File: src/rtl/display_scheduler.sv
// Rotating four-source binary-to-BCD display scheduler using a serial double-dabble converter.
// Optional build macro DISPLAY_SCHED_BLANK_EN shows leading zero digits as 4'hF.
module display_scheduler #(
  parameter int unsigned DWELL_CYCLES = 50000
) (
  input  logic         clk,
  input  logic         reset_n,
  input  logic [3:0]   req_i,
  input  logic [127:0] data_i,
  input  logic [3:0]   clr_i,
  output logic [3:0]   ack_o,
  output logic [31:0]  digits_o,
  output logic [1:0]   src_id_o,
  output logic         ovf_o,
  output logic         upd_o,
  output logic         busy_o
);

  localparam int unsigned CNT_W  = $clog2(DWELL_CYCLES);
  localparam int unsigned BIN_W  = 32;
  localparam int unsigned BCD_W  = 40;
  localparam int unsigned STEP_W = 5;

  typedef enum logic [1:0] {IDLE, SHIFT, DONE} state_t;

  state_t              r_state;
  state_t              w_state_nxt;
  logic [CNT_W-1:0]    r_dwell;
  logic                w_tick;
  logic [BIN_W-1:0]    r_value [4];
  logic [3:0]          r_valid;
  logic [1:0]          r_last;
  logic [1:0]          r_sel;
  logic [1:0]          w_sel;
  logic                w_found;
  logic                w_load;
  logic [STEP_W-1:0]   r_step;
  logic [BIN_W-1:0]    r_bin;
  logic [BCD_W-1:0]    r_bcd;
  logic [BCD_W-1:0]    w_adj;
  logic [31:0]         w_digits;
  logic                w_zero;

  assign w_tick = (r_dwell == CNT_W'(DWELL_CYCLES - 1));

  // Free-running dwell counter
  always_ff @(posedge clk or negedge reset_n) begin
    if (!reset_n) r_dwell <= '0;
    else if (w_tick) r_dwell <= '0;
    else r_dwell <= r_dwell + CNT_W'(1);
  end

  // Source registers; a write beats a simultaneous clear
  always_ff @(posedge clk or negedge reset_n) begin
    if (!reset_n) begin
      for (int k = 0; k < 4; k++) r_value[k] <= '0;
      r_valid <= '0;
      ack_o   <= '0;
    end else begin
      for (int k = 0; k < 4; k++)
        if (req_i[k]) r_value[k] <= data_i[32*k +: 32];
      r_valid <= req_i | (r_valid & ~clr_i);
      ack_o   <= req_i;
    end
  end

  // Round-robin pick starting after the last displayed source
  always_comb begin
    w_sel   = r_last;
    w_found = 1'b0;
    for (int i = 1; i <= 4; i++) begin
      if (!w_found && r_valid[r_last + 2'(i)]) begin
        w_sel   = r_last + 2'(i);
        w_found = 1'b1;
      end
    end
  end

  always_ff @(posedge clk or negedge reset_n) begin
    if (!reset_n) r_state <= IDLE;
    else r_state <= w_state_nxt;
  end

  always_comb begin
    w_state_nxt = r_state;
    w_load      = 1'b0;
    case (r_state)
      IDLE: begin
        if (w_tick && w_found) begin
          w_state_nxt = SHIFT;
          w_load      = 1'b1;
        end
      end
      SHIFT:   if (r_step == STEP_W'(BIN_W - 1)) w_state_nxt = DONE;
      DONE:    w_state_nxt = IDLE;
      default: w_state_nxt = IDLE;
    endcase
  end

  always_comb begin
    w_adj = r_bcd;
    for (int j = 0; j < 10; j++)
      if (r_bcd[4*j +: 4] >= 4'd5) w_adj[4*j +: 4] = r_bcd[4*j +: 4] + 4'd3;
  end

`ifdef DISPLAY_SCHED_BLANK_EN
  // Blank a digit when it and every digit above it are zero; digit 0 always shows
  always_comb begin
    w_digits = r_bcd[31:0];
    w_zero   = (r_bcd[39:32] == 8'd0);
    for (int j = 7; j >= 1; j--) begin
      w_zero = w_zero && (r_bcd[4*j +: 4] == 4'd0);
      if (w_zero) w_digits[4*j +: 4] = 4'hF;
    end
  end
`else
  always_comb begin
    w_digits = r_bcd[31:0];
    w_zero   = 1'b0;
  end
`endif

  // Converter datapath and registered outputs
  always_ff @(posedge clk or negedge reset_n) begin
    if (!reset_n) begin
      r_step   <= '0;
      r_bin    <= '0;
      r_bcd    <= '0;
      r_sel    <= '0;
      r_last   <= 2'd3;
      digits_o <= '0;
      src_id_o <= '0;
      ovf_o    <= 1'b0;
      upd_o    <= 1'b0;
      busy_o   <= 1'b0;
    end else begin
      upd_o <= 1'b0;
      case (r_state)
        IDLE: begin
          if (w_load) begin
            r_sel  <= w_sel;
            r_bin  <= r_value[w_sel];
            r_bcd  <= '0;
            r_step <= '0;
            busy_o <= 1'b1;
          end
        end
        SHIFT: begin
          r_bcd  <= {w_adj[BCD_W-2:0], r_bin[BIN_W-1]};
          r_bin  <= {r_bin[BIN_W-2:0], 1'b0};
          r_step <= r_step + STEP_W'(1);
        end
        DONE: begin
          digits_o <= w_digits;
          src_id_o <= r_sel;
          ovf_o    <= |r_bcd[39:32];
          r_last   <= r_sel;
          upd_o    <= 1'b1;
          busy_o   <= 1'b0;
        end
        default: ;
      endcase
    end
  end

endmodule
File: config.mk
export PLATFORM = sky130hd
export DESIGN_NAME = display_scheduler
export DESIGN_NICKNAME = d
export VERILOG_FILES = /design/src/rtl/display_scheduler.sv
export SDC_FILE = /design/constraint.sdc
export NUM_CORES = 1
export LEC_CHECK = 0
export ABC_AREA = 1
export BUFFER_PORTS_ARGS = -buffer_cell sky130_fd_sc_hd__clkbuf_2
export CAP_MARGIN = 10
export CORE_UTILIZATION = 45
export DETAILED_ROUTE_END_ITERATION = 10
export MAX_ROUTING_LAYER = met4
export PLACE_DENSITY = 0.71
export SYNTH_ARGS = -nofsm -noshare
export SYNTH_HDL_FRONTEND = slang
export SYNTH_SLANG_ARGS = --single-unit
File: constraint.sdc
create_clock -name clk -period 2.6 [get_ports clk]
set_input_delay 0.26 -clock clk [delete_from_list [all_inputs] [get_ports clk]]
set_output_delay 0.26 -clock clk [all_outputs]
set_load 0.02 [all_outputs]
Word level (Yosys, flattened, before mapping). Index checks and enable logic that the tools add are counted.

Mux-type cells: 44. Reduce and logical (&&, ||, !) cells: 15. Equality and inequality tests: 7. Order comparisons: 15. Add/subtract/negate cells: 15. Bitwise gates (word level): 4.

Operators by type and width (count): 32-bit 2-to-1 mux (3); 40-bit case mux with 2 select lines (1); 32-bit binary-select mux with 2-bit select (1); 32-bit case mux with 2 select lines (1); 4-bit by 3-bit >= comparator with 1-bit output (second input constant) (10); 40-bit 2-to-1 mux (1); 4-bit by 2-bit adder with 4-bit output (second input constant) (9); 4-bit 2-to-1 mux (9); 16-bit by 1-bit adder with 16-bit output (second input constant) (1); 16-bit == test (second input constant) (1); 16-bit 2-to-1 mux (1); 2-bit by 3-bit < comparator with 1-bit output (second input constant) (4); 1-bit 2-to-1 mux (12); 2-bit 2-to-1 mux (6); 5-bit case mux with 2 select lines (1); 1-bit binary-select mux with 2-bit select (4); 2-bit AND reduction (4); 8-bit OR reduction (1); 2-bit != test (second input constant) (3); 5-bit by 1-bit adder with 5-bit output (second input constant) (1); 5-bit == test (second input constant) (1); 5-bit 2-to-1 mux (1); 2-bit adder (second input constant) (2); 4-bit AND (1); other kinds (15) (21).

Input bits: 138. Register bits after elaboration: 272. Output and inout bits: 41.

Longest topological paths before layout. Gate-level depths: netlist of the first run.

Depth after elaboration: 19. Gate-level depth with buffers: 14. Gate-level depth less buffers: 13.

Worst setup path after synthesis of the first run. OpenSTA, ideal clock, no wires.

Path type: reg2reg. Start point: register r_last[0]. End point: register r_bin[10]. Buffers on the path: 3. Cell stages (with the launch flop): 15. Arrival time: 1.707 ns. Library setup time: 0.117 ns. Slack: 0.775 ns. Cell sequence: dfstp_2 -> buf_4 -> nand2_1 -> nand2_2 -> nand2_1 -> nand2_1 -> nand2_1 -> nand2_1 -> nand2_2 -> buf_6 -> buf_4 -> nand3_1 -> nand3_1 -> nand3_1 -> nand2_1.

Word-level cells in the longest chain between the ends: 19. Elaborated cells between the ends (all ways): 36. Classes of those cells: 3 x add/sub; 1 x eq/ne; 23 x mux; 1 x bitwise; 8 x reduce/logical.

Ends and longest elaborated chain: start: declaration (RTL line 32) `logic [1:0] r_last;`; start signal: assignment (RTL line 157) `r_last <= r_sel;`; 2-bit by 1-bit adder with 2-bit output (RTL line 72, 73); 1-bit binary-select mux with 2-bit select (RTL line 72) `if (!w_found && r_valid[r_last + 2'(i)]) begin`; 1-bit 2-to-1 mux (implied by the code) (RTL line 72); 1-bit 2-to-1 mux (RTL line 72); 1-bit zero test (RTL line 72); 1-bit logical AND (RTL line 72); 1-bit 2-to-1 mux (RTL line 72); 1-bit zero test (RTL line 72); [... 2 more ...]; 1-bit zero test (RTL line 72); 1-bit logical AND (RTL line 72); 2-bit 2-to-1 mux (RTL line 72); 2-bit NOT with 3-bit output (implied by the code) (RTL line 142) `r_bin <= r_value[w_sel];`; 32-bit binary-select mux with 2-bit select (RTL line 142); 32-bit 2-to-1 mux (implied by the code) (2 in a row) (RTL line 142); 32-bit 2-to-1 mux (RTL line 140) `if (w_load) begin`; 32-bit case mux with 2 select lines (RTL line 138) `case (r_state)`; end signal: assignment (RTL line 142); end signal: assignment (RTL line 150) `r_bin <= {r_bin[BIN_W-2:0], 1'b0};`; end: declaration (RTL line 38) `logic [BIN_W-1:0] r_bin;`.

Several ways; a longest one is shown, not always the timed one. The select of a mux whose other input is x is not followed. A chain may end at the register's enable or synchronous reset.

Worst setup path in the final report of the first run.
Start point: register r_last[0]. End point: register r_bin[18].

The elaborated chain is that of the path after synthesis.

==> results_dict.tcl, run 1 <==
set metrics [dict create \
    status "completed" \
    ys_seq_elements 272 \
    synth_area_per_cell_um2 9.55 \
    clock_path_buffers 3 \
    diodes 0 \
    cts_made_buffers 30 \
    die_width_um 172 \
    clock.fmax_mhz 426 \
    maxSlewHeadroom_pct 28.0 \
    hold_class "input pin to async pin" \
    clk_pin_slew_ns 0.06 \
    numPortBuffers 178 \
    coreArea_um2 28000 \
    seq_area_frac_synth_pct 52.6 \
    nets 1809 \
    setup_viol 0 \
    rsz0062_at_grt "no" \
    rows 61 \
    netlist_area_um2 12900 \
    num_vias 10800 \
    worstPathCellList "inv_2 > nand2_1 > nand3_1 > nand2_2 > nand2_1 > nor2_1 > nand2_1 > nand2_2 > buf_12 > nand3_1 > nand3_1 > nand2_1" \
    grt_pass1_vias 10900 \
    syn_to_final_growth_pct 27.6 \
    wirelength_um 34600 \
    viasPerCell 5.27 \
    wl_per_cell_um 16.9 \
    clock_sinks 272 \
    slowest_delay_ns 0.65 \
    clock_skew_ns 0.0106 \
    htree_levels 1 \
    dp_hpwl_um 21400 \
    leakage_uw 0.00791 \
    ys_types 34 \
    drv_slew 0 \
    end_kind "flip-flop" \
    synth_area_leaders "dfrtp_1 (52%), mux2_2 (11%), nand3_1 (9.0%), nand2_1 (7.3%), o21ai_0 (3.5%)" \
    stdcell_count 2047 \
    synth.net_count 1519 \
    clkLatencyLatePin_ns 0.55 \
    synth_top_area_share_pct 52.2 \
    cts_setup_buffers 0 \
    die_area_um2 29500 \
    pin_count 179 \
    timing.setup.tns_ns 0 \
    drive_gt1_share_pct 24.7 \
    worstMarginPinSlew_ns 1.08 \
    drc 0 \
    synth_cells 1356 \
    p_clk_share_pct 43.1 \
    comb_power_share_pct 10.1 \
    gp_congestion 0.878 \
    arrival_ns 2.78 \
    seq_power_share_pct 46.8 \
    path_common_cell "nand2_1" \
    worstPathRequired_ns 3.03 \
    groute.usage.overall_pct 24.8 \
    power.density_nw_per_um2 593 \
    slowest_stage "dfstp_2" \
    dp_cells 1859 \
    p_int_uw 7480 \
    grt_max_degree 99 \
    initial_core_util_pct 46.2 \
    antenna_found_initial 0 \
    cts-root-buf "clkbuf_16" \
    postRouteAntennaNets 0 \
    report.final.hold_viol_count 0 \
    fin_crit_sh_pct 90.3 \
    ir_drop_mv 0.645 \
    overflow 0 \
    synth_top_cell_by_area "dfrtp_1" \
    yosysWarnings 0 \
    first_iter_violations 859 \
    min_period_ns 2.35 \
    synthArstFlopShare_pct 100 \
    yosys_most_used_dff "dfrtp_1" \
    grt_pass1_wl_um 56000 \
    die_y_um 172 \
    p_sw_share_pct 23.6 \
    dr.pass1.iters 7 \
    maxCapViolCount 0 \
    p_sw_uw 2310 \
    critical_path.max_fanout 23 \
    crit_type "flip-flop to flip-flop" \
    tritoncts "done" \
    setup.worst_path.start_class "flip-flop" \
    synth_edf_count 0 \
]
==> placed cells by master, fill, tap and decap left out, types with 11 or more instances in the layout <==
cell type      instances
clkbuf_2             177
nand2_1              252
nand3_1              232
buf_4                 13
xor2_1                14
nand3_2               11
a21oi_1               40
dlygate4sd3_1        133
dfrtp_1              270
o21ai_0               91
nor2_1                39
nand2_2               11
o21ai_1               20
clkbuf_16             31
inv_1                102
mux2_2               128
ha_1                  25
==> per-stage QoR <==
| stage | hold slack, ns | total power [uW] | utilization (%) | cell area, um2 | setup WS [ns] |
|---|---|---|---|---|---|
| after global placement | 0.372 | 5440 | 50.7 | 14200 | 0.238 |
| after CTS | 0.388 | 9840 | 59.0 | 16500 | 0.280 |
| after detailed placement | 0.373 | 5460 | 50.7 | 14200 | 0.289 |
| final | 0.346 | 9790 | 59.0 | 16500 | 0.253 |
| after global routing | 0.422 | 10100 | 59.0 | 16500 | 0.0510 |
| after floorplan | -0.0356 | 5080 | - | 12900 | 0.775 |
==> registers in the layout, summed over array words and instances, names as in the netlist <==
signal and cells:
ovf_o 1, busy_o 1, r_step 5, r_valid 4, ack_o 4, r_value 128
r_last 2, r_bcd 40, digits_o 32, src_id_o 2, r_dwell 16, upd_o 1
r_bin 32, r_sel 2, r_state 2
==> power groups by stage <==
| stage | registers (uW) | logic (uW) | clock network (uW) |
|---|---|---|---|
| after global placement | 4640 | 798 | 0 |
| after global routing | 4600 | 1080 | 4470 |
| after detailed placement | 4650 | 813 | 0 |
| final | 4580 | 990 | 4210 |
| after floorplan | 4600 | 482 | 0 |
| after CTS | 4570 | 973 | 4300 |
==> kinds of logic after synthesis <==
family                     synth area share (%)
DFF                                        52.6
muxes                                      11.1
AOI/OAI and AO/OA                          6.73
buffers and inverters                      6.46
adders and majority gates                  2.42
and+or+nand+nor                            19.6
xor gates and xnor gates                   1.08
==> path summary, 6_finish.rpt <==
path                       cells past startpoint       start          end  slack (ns)
hold / removal                                 2     reset_n  r_value[29]        0.35
setup / recovery                              12   r_last[0]    r_bin[18]        0.25
min in group clk                               1  r_dwell[0]   r_dwell[0]        0.46
hold reg to reg                                1  r_dwell[0]   r_dwell[0]        0.46
max in group asynchronous                      3     reset_n    r_bin[17]        1.45
setup reg to reg                              12   r_last[0]    r_bin[18]        0.25
==> cell type report <==
class / instances / area, um2
inverters: 112 / 420
multi-input cells: 897 / 5310
clock buffers: 48 / 930
well taps: 378 / 473
repair buffers: 333 / 2510
flip-flops and latches: 272 / 6810
clock inverters: 7 / 63.8
fillers: 2287 / 11500
==> routing by layer <==
metal,wire length (um),GRT usage (%),vias up,share of wire [%]
li1,-,-,5118,-
met1,14500,30.7,5191,42
met2,16900,41.3,383,49
met3,1830,3.45,103,5.3
met4,1320,9.32,0,3.8
met5,0,-,-,0
==> cell usage after synthesis (3+ instances only) <==
library cell  number
nand2_1          252
nand4_1            5
ha_1              25
nand3_2           11
buf_6              3
nand2_2           11
buf_4             15
nor3_1             4
o22ai_1            9
a21oi_1           40
mux2_2           128
dfrtp_1          270
buf_2             18
nand3_1          232
o21ai_1           20
o21ai_0           91
clkbuf_1          34
inv_1            104
nor2_1            40
inv_2              8
xor2_1            14
nor4_1             3
o21bai_1           4
==> worst max-delay path: cells and delay by family (launching register included) <==
family	cells	cell delay (ns)
buffers and inverters	2	0.34
flip-flops	1	0.65
AND/OR/NAND/NOR	10	1.22
==> timing repair <==
item | in CTS | in global routing
hold buffers | 133 | 0
gates resized for setup | 0 | 0
hold endpoints to repair | 222 | 0
No activity file was read; power rests on OpenSTA's default activity.
==> inputs of run 2 (changes only) <==
- clock period: 2.6 -> 2.8 ns (I/O delays scaled with it)
==> results_dict.tcl, run 2 (synthesis gave the netlist of run 1 again) <==
set metrics [dict create \
    dpl_cell_area_um2 14100 \
    report.final.hold_viol_count 0 \
    cts_made_buffers 30 \
    timing.setup.tns_ns 0 \
    grt_pass1_vias 10600 \
    top_register "r_value" \
    tritoncts "done" \
    cts-root-buf "clkbuf_16" \
    rsz0062_at_grt "no" \
    setup.worst_path.start_class "flip-flop" \
    postRouteAntennaNets 0 \
    cts.repair.resized 0 \
    maxSlewHeadroom_pct 29.6 \
    crit_type "flip-flop to flip-flop" \
    num_vias 10800 \
    setup_viol 0 \
    power.density_nw_per_um2 558 \
    end_kind "flip-flop" \
    viasPerCell 5.30 \
    antenna_found_initial 2 \
    drc 0 \
    min_period_ns 2.41 \
    syn_to_final_growth_pct 26.7 \
    dr.pass1.iters 5 \
    leakage_uw 0.00787 \
    fillCellCount 2292 \
    grt_pass1_wl_um 53700 \
    first_iter_violations 709 \
    clk_pin_slew_ns 0.06 \
    gp_congestion 0.868 \
    fin_crit_sh_pct 86.1 \
    clock.fmax_mhz 415 \
    critical_path.max_fanout 44 \
    clock_sinks 272 \
    stdcell_area_um2 16400 \
    numPortBuffers 178 \
    die_y_um 172 \
    status "completed" \
    ir_drop_mv 0.509 \
    largestRegisters "r_value x128, r_bcd x40" \
    drive_gt1_share_pct 25.0 \
    coreArea_um2 28000 \
    clock_path_buffers 3 \
    overflow 0 \
    clock_skew_ns 0.00855 \
    pin_count 179 \
    grt_max_degree 75 \
    hold_class "input pin to flip-flop" \
    arrival_ns 2.89 \
    nets 1801 \
    layout_commonest_cell "dfrtp_1" \
    worstMarginPinSlew_ns 1.06 \
    dp_hpwl_um 20700 \
    worstPathRequired_ns 3.28 \
    clkLatencyLatePin_ns 0.55 \
    maxCapViolCount 0 \
    wirelength_um 33400 \
    initial_core_util_pct 46.2 \
    rows 61 \
    die_area_um2 29500 \
    groute.usage.overall_pct 23.7 \
    layout_common_cells "dfrtp_1 (270), nand2_1 (252), nand3_1 (232)" \
    wl_per_cell_um 16.3 \
    htree_levels 1 \
    drv_slew 0 \
    die_width_um 172 \
    largest_reg_flops 128 \
]
[run 2: worst max-delay path: stages (launching register included)]
cell and delay [ns]:
dfstp_2 0.65, inv_2 0.12, nand2_1 0.07, nand2_1 0.11
nand2_1 0.08, nand2_1 0.09, nand2_1 0.12, nand2_1 0.08
nand2_2 0.09, buf_4 0.43, nand3_1 0.19, nand3_1 0.13
nand3_1 0.08, nand2_1 0.08
[run 2: layer usage]
layer | GRT usage [%] | wire [um] | vias to the layer above
met1 | 29.3 | 13900 | 5234
met4 | 9.51 | 1310 | 0
met2 | 39.3 | 16400 | 366
li1 | - | - | 5105
met5 | - | 0 | -
met3 | 3.22 | 1730 | 108
[run 2: final timing paths]
| path | from | endpoint | slack [ns] | cells past startpoint |
|---|---|---|---|---|
| worst min-delay path | data_i[12] | r_value[108] | 0.01 | 2 |
| max in group asynchronous | reset_n | r_value[42] | 1.68 | 3 |
| min in group asynchronous | reset_n | r_value[29] | 0.31 | 2 |
| worst max register to register | r_last[0] | r_bin[13] | 0.39 | 13 |
| worst max-delay path | r_last[0] | r_bin[13] | 0.39 | 13 |
| worst min register to register | src_id_o[1] | src_id_o[1] | 0.47 | 2 |
[run 2: repair_timing]
action,4_1_cts,5_1_grt
hold buffers,123,1
setup buffers,0,0
hold endpoints to repair,187,1
[run 2: stage by stage]
step / total power, uW / hold slack (ns) / setup WS [ns] / cells / utilization (%)
after floorplan: 4710 / -0.0156 / 0.975 / 1356 / -
after global placement: 5030 / 0.294 / 0.486 / 1860 / 50.5
after detailed placement: 5050 / 0.290 / 0.448 / 1860 / 50.5
after CTS: 9210 / 0.00139 / 0.400 / 2038 / 58.5
after global routing: 9470 / 0.00906 / 0.174 / 2041 / 58.6
final: 9150 / 0.0133 / 0.389 / 2041 / 58.6
[run 2: layout make-up]
type                    count  area [um2]  area share [%]
repair buffers            325        2360            14.4
diodes                      2        5.00          0.0305
well taps                 378         473            2.88
inverters                 112         420            2.56
flip-flops and latches    272        6810            41.5
clock buffers              47         936            5.70
multi-input cells         897        5310            32.4
clock inverters             8        90.1           0.549
[run 2: report_power, final]
part	switching, uW	total [uW]	leakage (uW)	internal, uW
Clock	1550	4010	0.000513	2460
Sequential	115	4240	0.00347	4130
Combinational	443	900	0.00390	457
